==> config.mk <==
export PLATFORM = sky130hd
export DESIGN_NAME = uart_rx
export DESIGN_NICKNAME = d
export VERILOG_FILES = /design/src/rtl/uart_pkg.sv /design/src/rtl/baud_gen.sv /design/src/rtl/uart_rx.sv
export SDC_FILE = /design/constraint.sdc
export NUM_CORES = 1
export LEC_CHECK = 0
export BUFFER_PORTS_ARGS = -buffer_cell sky130_fd_sc_hd__buf_2
export CORE_ASPECT_RATIO = 0.7
export CORE_UTILIZATION = 52
export DETAILED_ROUTE_END_ITERATION = 12
export PLACE_DENSITY = 0.73
export SLEW_MARGIN = 10
export SYNTH_ARGS = -nofsm -noshare
export SYNTH_HDL_FRONTEND = slang
export SYNTH_SLANG_ARGS = --single-unit
==> constraint.sdc <==
create_clock -name clk -period 1.54 [get_ports clk]
set_input_delay 0.077 -clock clk [delete_from_list [all_inputs] [get_ports clk]]
set_output_delay 0.077 -clock clk [all_outputs]
set_load 0.005 [all_outputs]
==> src/rtl/uart_pkg.sv <==
// Shared definitions for the UART receiver: FSM state encoding and the
// oversampling ratio used by the receiver and its tick generator.
package uart_pkg;

    localparam int OVERSAMPLE = 16;

    typedef enum logic [2:0] {
        idle_s  = 3'd0,
        start_s = 3'd1,
        data_s  = 3'd2,
        stop_s  = 3'd3,
        break_s = 3'd4
    } state_t;

endpackage

==> src/rtl/baud_gen.sv <==
// Oversample tick generator: a free-running mod-BAUD_DIV counter that
// produces a one-clk pulse on s_tick every BAUD_DIV clocks.
module baud_gen #(
    parameter int BAUD_DIV = 27
) (
    input  logic clk,
    input  logic reset,
    output logic tick
);

    localparam int CNT_W = (BAUD_DIV > 1) ? $clog2(BAUD_DIV) : 1;
    localparam logic [CNT_W-1:0] LAST = CNT_W'(BAUD_DIV - 1);

    logic [CNT_W-1:0] cnt;

    // Free-running divider, wraps after BAUD_DIV-1
    always_ff @(posedge clk or negedge reset) begin
        if (!reset) begin
            cnt <= '0;
        end else if (cnt == LAST) begin
            cnt <= '0;
        end else begin
            cnt <= cnt + 1'b1;
        end
    end

    assign tick = (cnt == LAST);

endmodule

==> src/rtl/uart_rx.sv <==
// UART receiver: 16x oversampled, LSB-first, one start bit, DBIT data bits,
// stop bit checked at SB_TICK-1. Bad stop bits raise frame_err and park the
// FSM in break_s until the line returns high, so a held-low line cannot
// spawn phantom frames.
module uart_rx
    import uart_pkg::*;
#(
    parameter int DBIT     = 8,
    parameter int SB_TICK  = 16,
    parameter int BAUD_DIV = 27
) (
    input  logic            clk,
    input  logic            reset,
    input  logic            rx,
    output logic            rx_done,
    output logic [DBIT-1:0] rx_data,
    output logic            frame_err
);

    localparam int S_W = (SB_TICK > OVERSAMPLE) ? $clog2(SB_TICK) : $clog2(OVERSAMPLE);
    localparam int N_W = (DBIT > 1) ? $clog2(DBIT) : 1;

    // Mid start bit is reached after half a bit period of ticks
    localparam logic [S_W-1:0] MID_START = S_W'(OVERSAMPLE / 2 - 1);
    localparam logic [S_W-1:0] LAST_DATA = S_W'(OVERSAMPLE - 1);
    localparam logic [S_W-1:0] LAST_STOP = S_W'(SB_TICK - 1);
    localparam logic [N_W-1:0] LAST_BIT  = N_W'(DBIT - 1);

    logic            s_tick;
    logic            rx_meta;
    logic            rx_s;

    state_t          state_q, state_d;
    logic [S_W-1:0]  s_q, s_d;
    logic [N_W-1:0]  n_q, n_d;
    logic [DBIT-1:0] b_q, b_d;
    logic [DBIT-1:0] rx_data_d;
    logic            done_d;
    logic            err_d;

    baud_gen #(
        .BAUD_DIV (BAUD_DIV)
    ) u_baud_gen (
        .clk   (clk),
        .reset (reset),
        .tick  (s_tick)
    );

    // Two-flop synchronizer; resets to the idle line level
    always_ff @(posedge clk or negedge reset) begin
        if (!reset) begin
            rx_meta <= 1'b1;
            rx_s    <= 1'b1;
        end else begin
            rx_meta <= rx;
            rx_s    <= rx_meta;
        end
    end

    // FSM state, counters, shift register and registered outputs
    always_ff @(posedge clk or negedge reset) begin
        if (!reset) begin
            state_q   <= idle_s;
            s_q       <= '0;
            n_q       <= '0;
            b_q       <= '0;
            rx_data   <= '0;
            rx_done   <= 1'b0;
            frame_err <= 1'b0;
        end else begin
            state_q   <= state_d;
            s_q       <= s_d;
            n_q       <= n_d;
            b_q       <= b_d;
            rx_data   <= rx_data_d;
            rx_done   <= done_d;
            frame_err <= err_d;
        end
    end

    // Next-state logic; outputs are decided on the s_tick that samples
    always_comb begin
        state_d   = state_q;
        s_d       = s_q;
        n_d       = n_q;
        b_d       = b_q;
        rx_data_d = rx_data;
        done_d    = 1'b0;
        err_d     = 1'b0;

        case (state_q)
            idle_s: begin
                if (!rx_s) begin
                    state_d = start_s;
                    s_d     = '0;
                    n_d     = '0;
                end
            end

            start_s: begin
                if (s_tick) begin
                    if (s_q == MID_START) begin
                        s_d     = '0;
                        n_d     = '0;
                        state_d = rx_s ? idle_s : data_s;
                    end else begin
                        s_d = s_q + 1'b1;
                    end
                end
            end

            data_s: begin
                if (s_tick) begin
                    if (s_q == LAST_DATA) begin
                        s_d = '0;
                        b_d = {rx_s, b_q[DBIT-1:1]};
                        if (n_q == LAST_BIT) begin
                            state_d = stop_s;
                        end else begin
                            n_d = n_q + 1'b1;
                        end
                    end else begin
                        s_d = s_q + 1'b1;
                    end
                end
            end

            stop_s: begin
                if (s_tick) begin
                    if (s_q == LAST_STOP) begin
                        s_d = '0;
                        if (rx_s) begin
                            rx_data_d = b_q;
                            done_d    = 1'b1;
                            state_d   = idle_s;
                        end else begin
                            err_d   = 1'b1;
                            state_d = break_s;
                        end
                    end else begin
                        s_d = s_q + 1'b1;
                    end
                end
            end

            break_s: begin
                if (rx_s) begin
                    state_d = idle_s;
                    s_d     = '0;
                end
            end

            default: begin
                state_d = idle_s;
                s_d     = '0;
                n_d     = '0;
            end
        endcase
    end

endmodule
Word-level counts from Yosys, hierarchy flattened
Index checks and enable logic that the tools add are counted.
{"block": "totals", "out_inout_bits": 10, "regBits": 35, "inputBits": 3}
{"block": "op_classes", "reduce_logical": 8, "n_bitwise": 1, "muxes": 35, "add_sub_neg": 3, "n_eq_ne": 19}
{"operator": "$mux 3", "count": 16}
{"operator": "$mux 4", "count": 6}
{"operator": "$ne 2x2->1 const B", "count": 10}
{"operator": "$pmux 4 s4", "count": 1}
{"operator": "$pmux 3 s5", "count": 1}
{"operator": "$pmux 3 s4", "count": 1}
{"operator": "$reduce_and 9->1", "count": 1}
{"operator": "$mux 1", "count": 8}
{"operator": "$reduce_and 4->1", "count": 2}
{"operator": "$reduce_and 7->1", "count": 1}
{"operator": "$eq 3x2->1 const B", "count": 2}
{"operator": "$eq 3x3->1 const B", "count": 2}
{"operator": "$add 5x1->5 const B", "count": 1}
{"operator": "$eq 5x5->1 const B", "count": 1}
{"operator": "$mux 5", "count": 1}
{"operator": "$add 4x1->4 const B", "count": 1}
{"operator": "$eq 4x3->1 const B", "count": 1}
{"operator": "$eq 4x4->1 const B", "count": 1}
{"operator": "$reduce_or 2->1", "count": 2}
{"operator": "$add 3x1->3 const B", "count": 1}
{"operator": "$eq 3x1->1 const B", "count": 1}
{"operator": "$logic_not 3->1", "count": 1}
{"operator": "$reduce_and 3->1", "count": 1}
{"operator": "$mux 2", "count": 1}
{"operator": "other kinds (2)", "count": 2}

Logic depth before layout (Yosys ltp)
Gate-level depths: netlist of run 1.
{"block": "depth", "ltp_word": 5, "ltp_mapped": 7}

By module
From an unflattened synthesis of run 1, not the netlist that was laid out.
{"block": "hier_totals", "cells_unflattened": 137, "hier_area_um2": 1651.6}
{"module": "uart_rx", "cells_each": 113, "instances": 1, "area_each_um2": 1385.1}
{"module": "baud_gen", "cells_each": 24, "instances": 1, "area_each_um2": 266.5}

Worst setup path before layout of run 1
No wires, ideal clock.
{"block": "synth_path", "path_type": "flip-flop to flip-flop", "startpoint": "register u_baud_gen.cnt[0]", "endpoint": "register rx_data[0]", "arrival_time_ps": 1583, "synth_period_minus_slack_ps": 1708, "slack_ps": -168, "required_ps": 1415, "path_stages_with_launch": 7, "setup_time_ps": 125, "path_cell_list": "dfrtp_1 inv_1 ha_1 nand4b_4 nor3_4 nand4_4 mux2_2"}
{"block": "synth_between", "elab_chain_cells": 2}
{"item": "start: declaration", "line": "baud_gen.sv:14", "text": "logic [CNT_W-1:0] cnt;"}
{"item": "start signal: assignment", "line": "baud_gen.sv:23", "text": "cnt <= cnt + 1'b1;"}
{"item": "$eq 5x5->1", "line": "baud_gen.sv:27", "text": "assign tick = (cnt == LAST);"}
{"item": "$reduce_and 4->1 (no source line)"}
{"item": "end signal: assignment", "line": "uart_rx.sv:75", "text": "rx_data <= rx_data_d;"}
{"item": "end: declaration", "line": "uart_rx.sv:16", "text": "output logic [DBIT-1:0] rx_data,"}
Every way passes these cells.
A chain may end at the register's enable or synchronous reset.

Final worst setup path of run 1
{"block": "layout_path", "startpoint": "register u_baud_gen.cnt[0]", "endpoint": "register s_q[3]"}
{"block": "layout_between", "elab_chain_cells": 3, "elab_cells_between_ends": 4, "cone_classes": "eq/ne (3); reduce/logical (1)"}
{"item": "$eq 5x5->1 *", "line": "baud_gen.sv:27"}
{"item": "$ne 2x1->1 (no source line) or $ne 2x2->1 (tied branches)"}
{"item": "$reduce_and 4->1 (no source line) *"}
{"item": "end signal: assignment", "line": "uart_rx.sv:64", "text": "s_q <= '0;"}
{"item": "end signal: assignment", "line": "uart_rx.sv:72", "text": "s_q <= s_d;"}
{"item": "end: declaration", "line": "uart_rx.sv:34", "text": "logic [S_W-1:0] s_q, s_d;"}
Every way passes the cells marked *; elsewhere a longest branch is shown, timed or not.

==> results of run 1 <==
==> critical path, delay by kind of cell (launching register included) <==
kind,cells,cell delay (ps)
flops,1,380
compound gates,2,250
simple gates,2,590
fa+ha+maj,1,200
buf+inv,2,230
==> worst paths after layout <==
path                                        start                end  slack, ps  cells past startpoint
min in group clk                          rx_meta               rx_s        360                      0
worst max register to register  u_baud_gen.cnt[0]             s_q[3]       -170                      7
max in group asynchronous                   reset            rx_meta        870                      3
worst min register to register            rx_meta               rx_s        360                      0
worst max-delay path            u_baud_gen.cnt[0]             s_q[3]       -170                      7
worst min-delay path                        reset  u_baud_gen.cnt[3]        340                      3
==> area by class of cell <==
cell class / count / area (um^2)
clock inverter: 3 / 43.8
clock buffer: 5 / 68.8
inverter: 5 / 18.8
sequential: 35 / 880
fill: 193 / 793
tap: 36 / 45.0
timing repair buffer: 39 / 272
multi-input combinational: 86 / 782
==> routing by layer <==
| layer | global-route usage [%] | up-vias |
|---|---|---|
| li1 | - | 555 |
| met1 | 28.3 | 570 |
| met2 | 31.7 | 22 |
| met3 | 5.79 | 5 |
| met4 | 7.82 | 0 |
| met5 | 0 | - |
==> report_power, final <==
part,total [mW],switching (mW),internal [mW],leakage [nW]
clock network,0.819,0.337,0.482,0.0581
logic,0.0326,0.0235,0.00907,0.532
registers,0.925,0.00119,0.923,0.455
==> placed cells by master (no fill, tap or decap), drive strengths merged <==
cell | synthesis | routed
nor3b | 1 | 1
inv | 5 | 5
a31oi | 1 | 1
a211oi | 1 | 1
xor2 | 1 | 1
mux2 | 19 | 19
a21oi | 2 | 2
ha | 5 | 5
nand4 | 1 | 1
bufinv | 0 | 1
o22ai | 1 | 1
dfrtp | 33 | 33
nand3 | 4 | 4
mux2i | 5 | 5
or3 | 1 | 1
a211o | 1 | 1
dfstp | 2 | 2
and3 | 1 | 1
or2 | 1 | 1
nand2b | 1 | 1
o221ai | 1 | 1
a22o | 1 | 1
buf | 3 | 37
nand4b | 2 | 2
and4b | 1 | 1
nor3 | 6 | 6
and2b | 1 | 1
dlygate4sd3 | 0 | 2
a311o | 1 | 1
a311oi | 3 | 3
clkbuf | 3 | 5
clkinv | 0 | 2
a21o | 1 | 1
nor2 | 10 | 10
o21ai | 2 | 2
nand2 | 8 | 8
o31ai | 1 | 1
xnor2 | 2 | 2
==> logic make-up (layout without fill, tap and decap cells) <==
group / count (synthesis) / count (layout)
adder cells (fa/ha/maj): 5 / 5
flip-flops: 35 / 35
buffers and inverters: 11 / 52
AO/OA/AOI/OAI: 16 / 16
AND/OR/NAND/NOR: 38 / 38
XOR/XNOR: 3 / 3
multiplexers: 24 / 24
==> timing repair <==
item | 4_1_cts | 5_1_grt
endpoints found under the setup margin | 26 | 28
resized for setup | 3 | 8
hold buffers | 2 | 0
cloned | 0 | 0
setup buffers | 0 | 2
pin swaps | 1 | 2
hold endpoints to repair | 34 | 0
==> state kept, by name (all words and copies together), names as in the netlist <==
| name | count |
|---|---|
| b_q | 8 |
| rx_done | 1 |
| rx_s | 1 |
| u_baud_gen.cnt | 5 |
| rx_meta | 1 |
| s_q | 4 |
| state_q | 3 |
| frame_err | 1 |
| rx_data | 8 |
| n_q | 3 |
==> reports/results.ini, run 1 <==
[drt]
drt_first_pass_iters=4
postRouteAntennaNets=0
detailroute.wirelength.met3_um=115
drtIter0Drc=86
detailroute.via_count=1152
routed.top_layer=met4
m1WireLength_um=1540
drt-wirelength-per-cell_um=14.6
drt-vias-per-instance=5.51
met2RoutedLength_um=1370
route.final.wire_length_um=3050
drcViolationCount=0

[placement]
finalWeightedCongestion=0.845
detailedPlace.worstSlack_ps=-182
place_area_mm2=0.00191
place_inst=197
dp_hpwl_um=2200
portBuffers=12

[power]
vdd_ir_drop_max_mv=0.819
power_mw=1.78
p_leak_nw=1.05
power.density_mw_per_mm2=842

[timing]
tightest_slew_ps=432
grt_setup_unrepaired=yes
slew_violations=0
setup_violations=25
fin_ws_ps=-171
whs_ps=337
timing.fmax_mhz=585
headroom_to_the_max_slew_limit_pct=71.1
skew_ps=6.58
final.period_utilization_pct=111
setup_tns_ps=-3290
hold_violations=0
layout_min_cycle_time_ps=1710

[floorplanning]
die-area_mm2=0.00341
placementRows=16
fp.coreArea_mm2=0.00290
io_pins=13
chipHeight_um=49.2
chipWidth_um=69.4
initial_core_util_pct=56.9

[finish]
diodes=0
post-route-util_pct=72.7
post_route_cells_drive_above_1_share_pct=48.0
final_net_count=180
postLayoutCellArea_mm2=0.00211
number_of_non_filler_instances_in_the_completed_layout=209
area_growth_syn_to_layout_pct=27.7

[yosys]
yosysWarnings=0
yosys.area.top_type_share_pct=50.0
yosysMostFrequentCell=sky130_fd_sc_hd__dfrtp_1
synthesis.area_mm2=0.00165
synthXorXnorAreaFrac_pct=1.59
synth_enable_flop_cells=0
synthTopCellsByArea=sky130_fd_sc_hd__dfrtp_1 (50%), sky130_fd_sc_hd__mux2_2 (13%), sky130_fd_sc_hd__ha_1 (3.8%)
dominantRegCellSynth=sky130_fd_sc_hd__dfrtp_1
syn_inst=132
synth_fa_ha_area_share_pct=3.79
synth.ff_latch_count=35
mux_cell_area_share_after_synthesis_pct=16.0
synth_top_family_by_area=multiplexers
synth_seq_area_share_pct=53.2
post_synth_num_cell_types=39
synth_area_per_cell_um2=12.5
async_flop_share_pct=100
synth_common_cells=sky130_fd_sc_hd__dfrtp_1 (33), sky130_fd_sc_hd__mux2_2 (19), sky130_fd_sc_hd__nor2_1 (10)
synth_compound_area_share_pct=7.50
synthSimpleGateAreaFrac_pct=14.5
synth_largest_area_cell=sky130_fd_sc_hd__dfrtp_1
syn_nets=140

[outcome]
failed_checks=setup timing
status=complete, but fails checks

[cts]
clock-root-buffer=sky130_fd_sc_hd__clkbuf_8
clock_sink_count=35
tritoncts=built
tritoncts.num_buffers=5
clk_pin_slew_worst_paths_ps=70
insertion_delay_ps=290
cts_buffer_depth=2
clock_tree.htree_level_count=2

[grt]
grt_first_pass_wirelength_um=5330
globalRouteOverflowTotal=0
grt_max_degree=36
antenna_found_initial=0
number_of_global_route_vias_before_repair=1165
grt_util_all_layers_pct=20.7

[setup_path]
peak_fanout_along_the_critical_path=3
worst-setup-path-type=flop to flop
worst_path_largest_cell_delay_ps=450
startpoint_type=flop
crit_slowest_cell=sky130_fd_sc_hd__or3_2
crit_path_cell_trace=inv_1 -> ha_2 -> nand4b_4 -> buf_4 -> or3_2 -> a21oi_2 -> a21o_1
endpoint_kind=flop
worst_ep_required_time_ps=1770
critical_path_arrival_ps=1940

[flow_run]
cap_viol_max_count=0

[worst_hold_path]
hold_path_class=input port to asynchronous set/reset pin

Power figures use the tool's default switching activity.
==> run 2, diff against run 1 <==
CORE_MARGIN = 10   (was not set)
==> reports/results.ini, run 2 (same netlist as run 1, synthesis figures left out) <==
[floorplanning]
chipWidth_um=87.4  ; was 69.4 um
io_pins=13  ; unchanged
die-area_mm2=0.00587  ; was 0.00341 mm^2
placementRows=17  ; was 16
initial_core_util_pct=53.2  ; was 56.9%
fp.coreArea_mm2=0.00311  ; was 0.00290 mm^2
chipHeight_um=67.2  ; was 49.2 um

[timing]
layout_min_cycle_time_ps=1720  ; was 1710 ps
headroom_to_the_max_slew_limit_pct=48.8  ; was 71.1%
tightest_slew_ps=768  ; was 432 ps
grt_setup_unrepaired=yes  ; unchanged
slew_violations=0  ; unchanged
final.period_utilization_pct=112  ; was 111%
timing.fmax_mhz=582  ; was 585 MHz
setup_tns_ps=-3180  ; was -3290 ps
skew_ps=4.17  ; was 6.58 ps
setup_violations=25  ; unchanged
fin_ws_ps=-178  ; was -171 ps
hold_violations=0  ; unchanged

[finish]
final_common_cell=sky130_fd_sc_hd__dfrtp_1  ; unchanged
diodes=0  ; unchanged
final_cell_mix=sky130_fd_sc_hd__dfrtp_1 (32), sky130_fd_sc_hd__buf_4 (31), sky130_fd_sc_hd__mux2_2 (15)  ; was sky130_fd_sc_hd__dfrtp_1 (32), sky130_fd_sc_hd__buf_4 (24), sky130_fd_sc_hd__mux2_2 (16)
area_growth_syn_to_layout_pct=34.6  ; was 27.7%
final_net_count=188  ; was 180
post_route_cells_drive_above_1_share_pct=53.6  ; was 48.0%
layout_top_registers=b_q (8), rx_data (8), u_baud_gen.cnt (5)  ; unchanged
postLayoutCellArea_mm2=0.00222  ; was 0.00211 mm^2

[power]
vdd_ir_drop_max_mv=0.606  ; was 0.819 mV
netSwitchingFraction_pct=20.7  ; was 20.4%
power.internal_mw=1.41  ; about the same
p_sw_uw=369  ; was 362 uW
p_leak_nw=1.14  ; was 1.05 nW
power.density_mw_per_mm2=802  ; was 842 mW/mm^2
seq_power_share_pct=51.8  ; was 52.1%
clock_power_share_pct=46.2  ; was 46.1%
pwr-share-comb_pct=2.0  ; was 1.8%

[setup_path]
ff2ff_setup_slack_ps=-180  ; was -170 ps
peak_fanout_along_the_critical_path=8  ; was 3
crit_slowest_cell=sky130_fd_sc_hd__dfrtp_1  ; was sky130_fd_sc_hd__or3_2
crit_path_cell_trace=inv_2 -> ha_4 -> nand4b_4 -> nor3_4 -> nand4_4 -> mux2_4  ; was inv_1 -> ha_2 -> nand4b_4 -> buf_4 -> or3_2 -> a21oi_2 -> a21o_1
startpoint_type=flop  ; unchanged
critical_path_arrival_ps=1890  ; was 1940 ps
worst_ep_required_time_ps=1710  ; was 1770 ps
critical_path.top_delay_family=simple AND/OR/NAND/NOR gates  ; unchanged
critPathBufInv=1  ; was 2
r2r_cells=6  ; was 7
worst_r2r_endpoint=rx_data[7]  ; was s_q[3]
crit-reg2reg-launch=u_baud_gen.cnt[0]  ; unchanged
worst-setup-path-type=flop to flop  ; unchanged
worst_path_largest_cell_delay_ps=390  ; was 450 ps
endpoint_kind=flop  ; unchanged

[cts]
clock_sink_count=35  ; unchanged
insertion_delay_ps=290  ; about the same
clk_pin_slew_worst_paths_ps=70  ; about the same
clock-root-buffer=sky130_fd_sc_hd__clkbuf_8  ; unchanged
tritoncts.num_buffers=5  ; unchanged
clock_tree.htree_level_count=2  ; unchanged
cts_buffer_depth=2  ; unchanged
tritoncts=built  ; unchanged

[grt]
grt_max_degree=36  ; unchanged
grt_first_pass_wirelength_um=6090  ; was 5330 um
number_of_global_route_vias_before_repair=1323  ; was 1165
globalRouteOverflowTotal=0  ; unchanged
grt_util_all_layers_pct=13.5  ; was 20.7%
antenna_found_initial=0  ; unchanged

[worst_hold_path]
hold_path_startpoint=rx_meta
hold_end=rx_s
hold_depth=0
hold_path_class=flop to flop  ; was input port to asynchronous set/reset pin

[drt]
route.final.wire_length_um=3640  ; was 3050 um
postRouteAntennaNets=0  ; unchanged
drt-wirelength-per-cell_um=16.6  ; was 14.6 um
detailroute.via_count=1220  ; was 1152
drcViolationCount=0  ; unchanged
drt_first_pass_iters=4  ; unchanged
drt-vias-per-instance=5.57  ; was 5.51
drtIter0Drc=84  ; was 86

[outcome]
status=complete, but fails checks  ; unchanged
failed_checks=setup timing  ; unchanged

[placement]
place_area_mm2=0.00194  ; was 0.00191 mm^2
dp_hpwl_um=2430  ; was 2200 um
detailedPlace.worstSlack_ps=-226  ; was -182 ps
portBuffers=12  ; unchanged
finalWeightedCongestion=0.874  ; was 0.845

[flow_run]
cap_viol_max_count=0  ; unchanged

[run 2: how the worst max path moves through the flow]
stage	from	end	slack, ps	depth (start not counted)
after floorplan	u_baud_gen.cnt[0]	rx_data[0]	-160	6
after global placement	u_baud_gen.cnt[0]	n_q[0]	-140	6
after detailed placement	u_baud_gen.cnt[0]	state_q[0]	-230	7
after CTS	u_baud_gen.cnt[0]	rx_data[7]	-210	6
after global routing	u_baud_gen.cnt[0]	rx_data[7]	-260	6
final	u_baud_gen.cnt[0]	rx_data[7]	-180	6
[run 2: worst register-to-register path: stages (launching register included)]
cell	delay (ps)
sky130_fd_sc_hd__dfrtp_1	390
sky130_fd_sc_hd__inv_2	70
sky130_fd_sc_hd__ha_4	140
sky130_fd_sc_hd__nand4b_4	130
sky130_fd_sc_hd__nor3_4	280
sky130_fd_sc_hd__nand4_4	230
sky130_fd_sc_hd__mux2_4	350
[run 2: repair_timing]
| item | in CTS | in global routing |
|---|---|---|
| setup buffers | 3 | 4 |
| endpoints found under the hold margin | 34 | 0 |
| gates resized for setup | 6 | 17 |
| setup endpoints to repair | 25 | 28 |
| hold buffers | 2 | 0 |
| pin swaps | 5 | 10 |
| cloned | 0 | 0 |
[run 2: layout make-up]
| class | count | area [um^2] |
|---|---|---|
| Fill cell | 217 | 882 |
| Clock buffer | 5 | 68.8 |
| Multi-Input combinational cell | 86 | 830 |
| Timing Repair Buffer | 47 | 335 |
| Sequential cell | 35 | 880 |
| Inverter | 5 | 18.8 |
| Clock inverter | 3 | 43.8 |
| Tap cell | 38 | 47.5 |
[run 2: power by group through the flow]
stage          sequential [mW]  combinational (mW)  clock (mW)
6_report                 0.925              0.0352       0.824
5_1_grt                  0.924              0.0401       0.897
4_1_cts                  0.924              0.0344       0.848
3_5_place_dp             0.942              0.0302           0
3_3_place_gp             0.942              0.0294           0
2_1_floorplan            0.942             0.00728           0
[run 2: layer usage]
metal / GRT usage [%] / vias up / routed length (um)
met4: 6.15 / 0 / 36
met3: 5.53 / 6 / 167
met1: 15.7 / 610 / 1610
met5: 0 / - / 0
met2: 21.4 / 30 / 1830
li1: - / 574 / -
[run 2: through the flow]
stage | hold WS, ps | utilization [%] | power, mW | std cells
2_1_floorplan | -219 | - | 0.949 | 132
3_3_place_gp | 176 | 62.4 | 0.972 | 202
3_5_place_dp | 188 | 62.4 | 0.973 | 202
4_1_cts | 360 | 68.3 | 1.81 | 215
5_1_grt | 363 | 71.6 | 1.86 | 219
6_report | 359 | 71.6 | 1.78 | 219
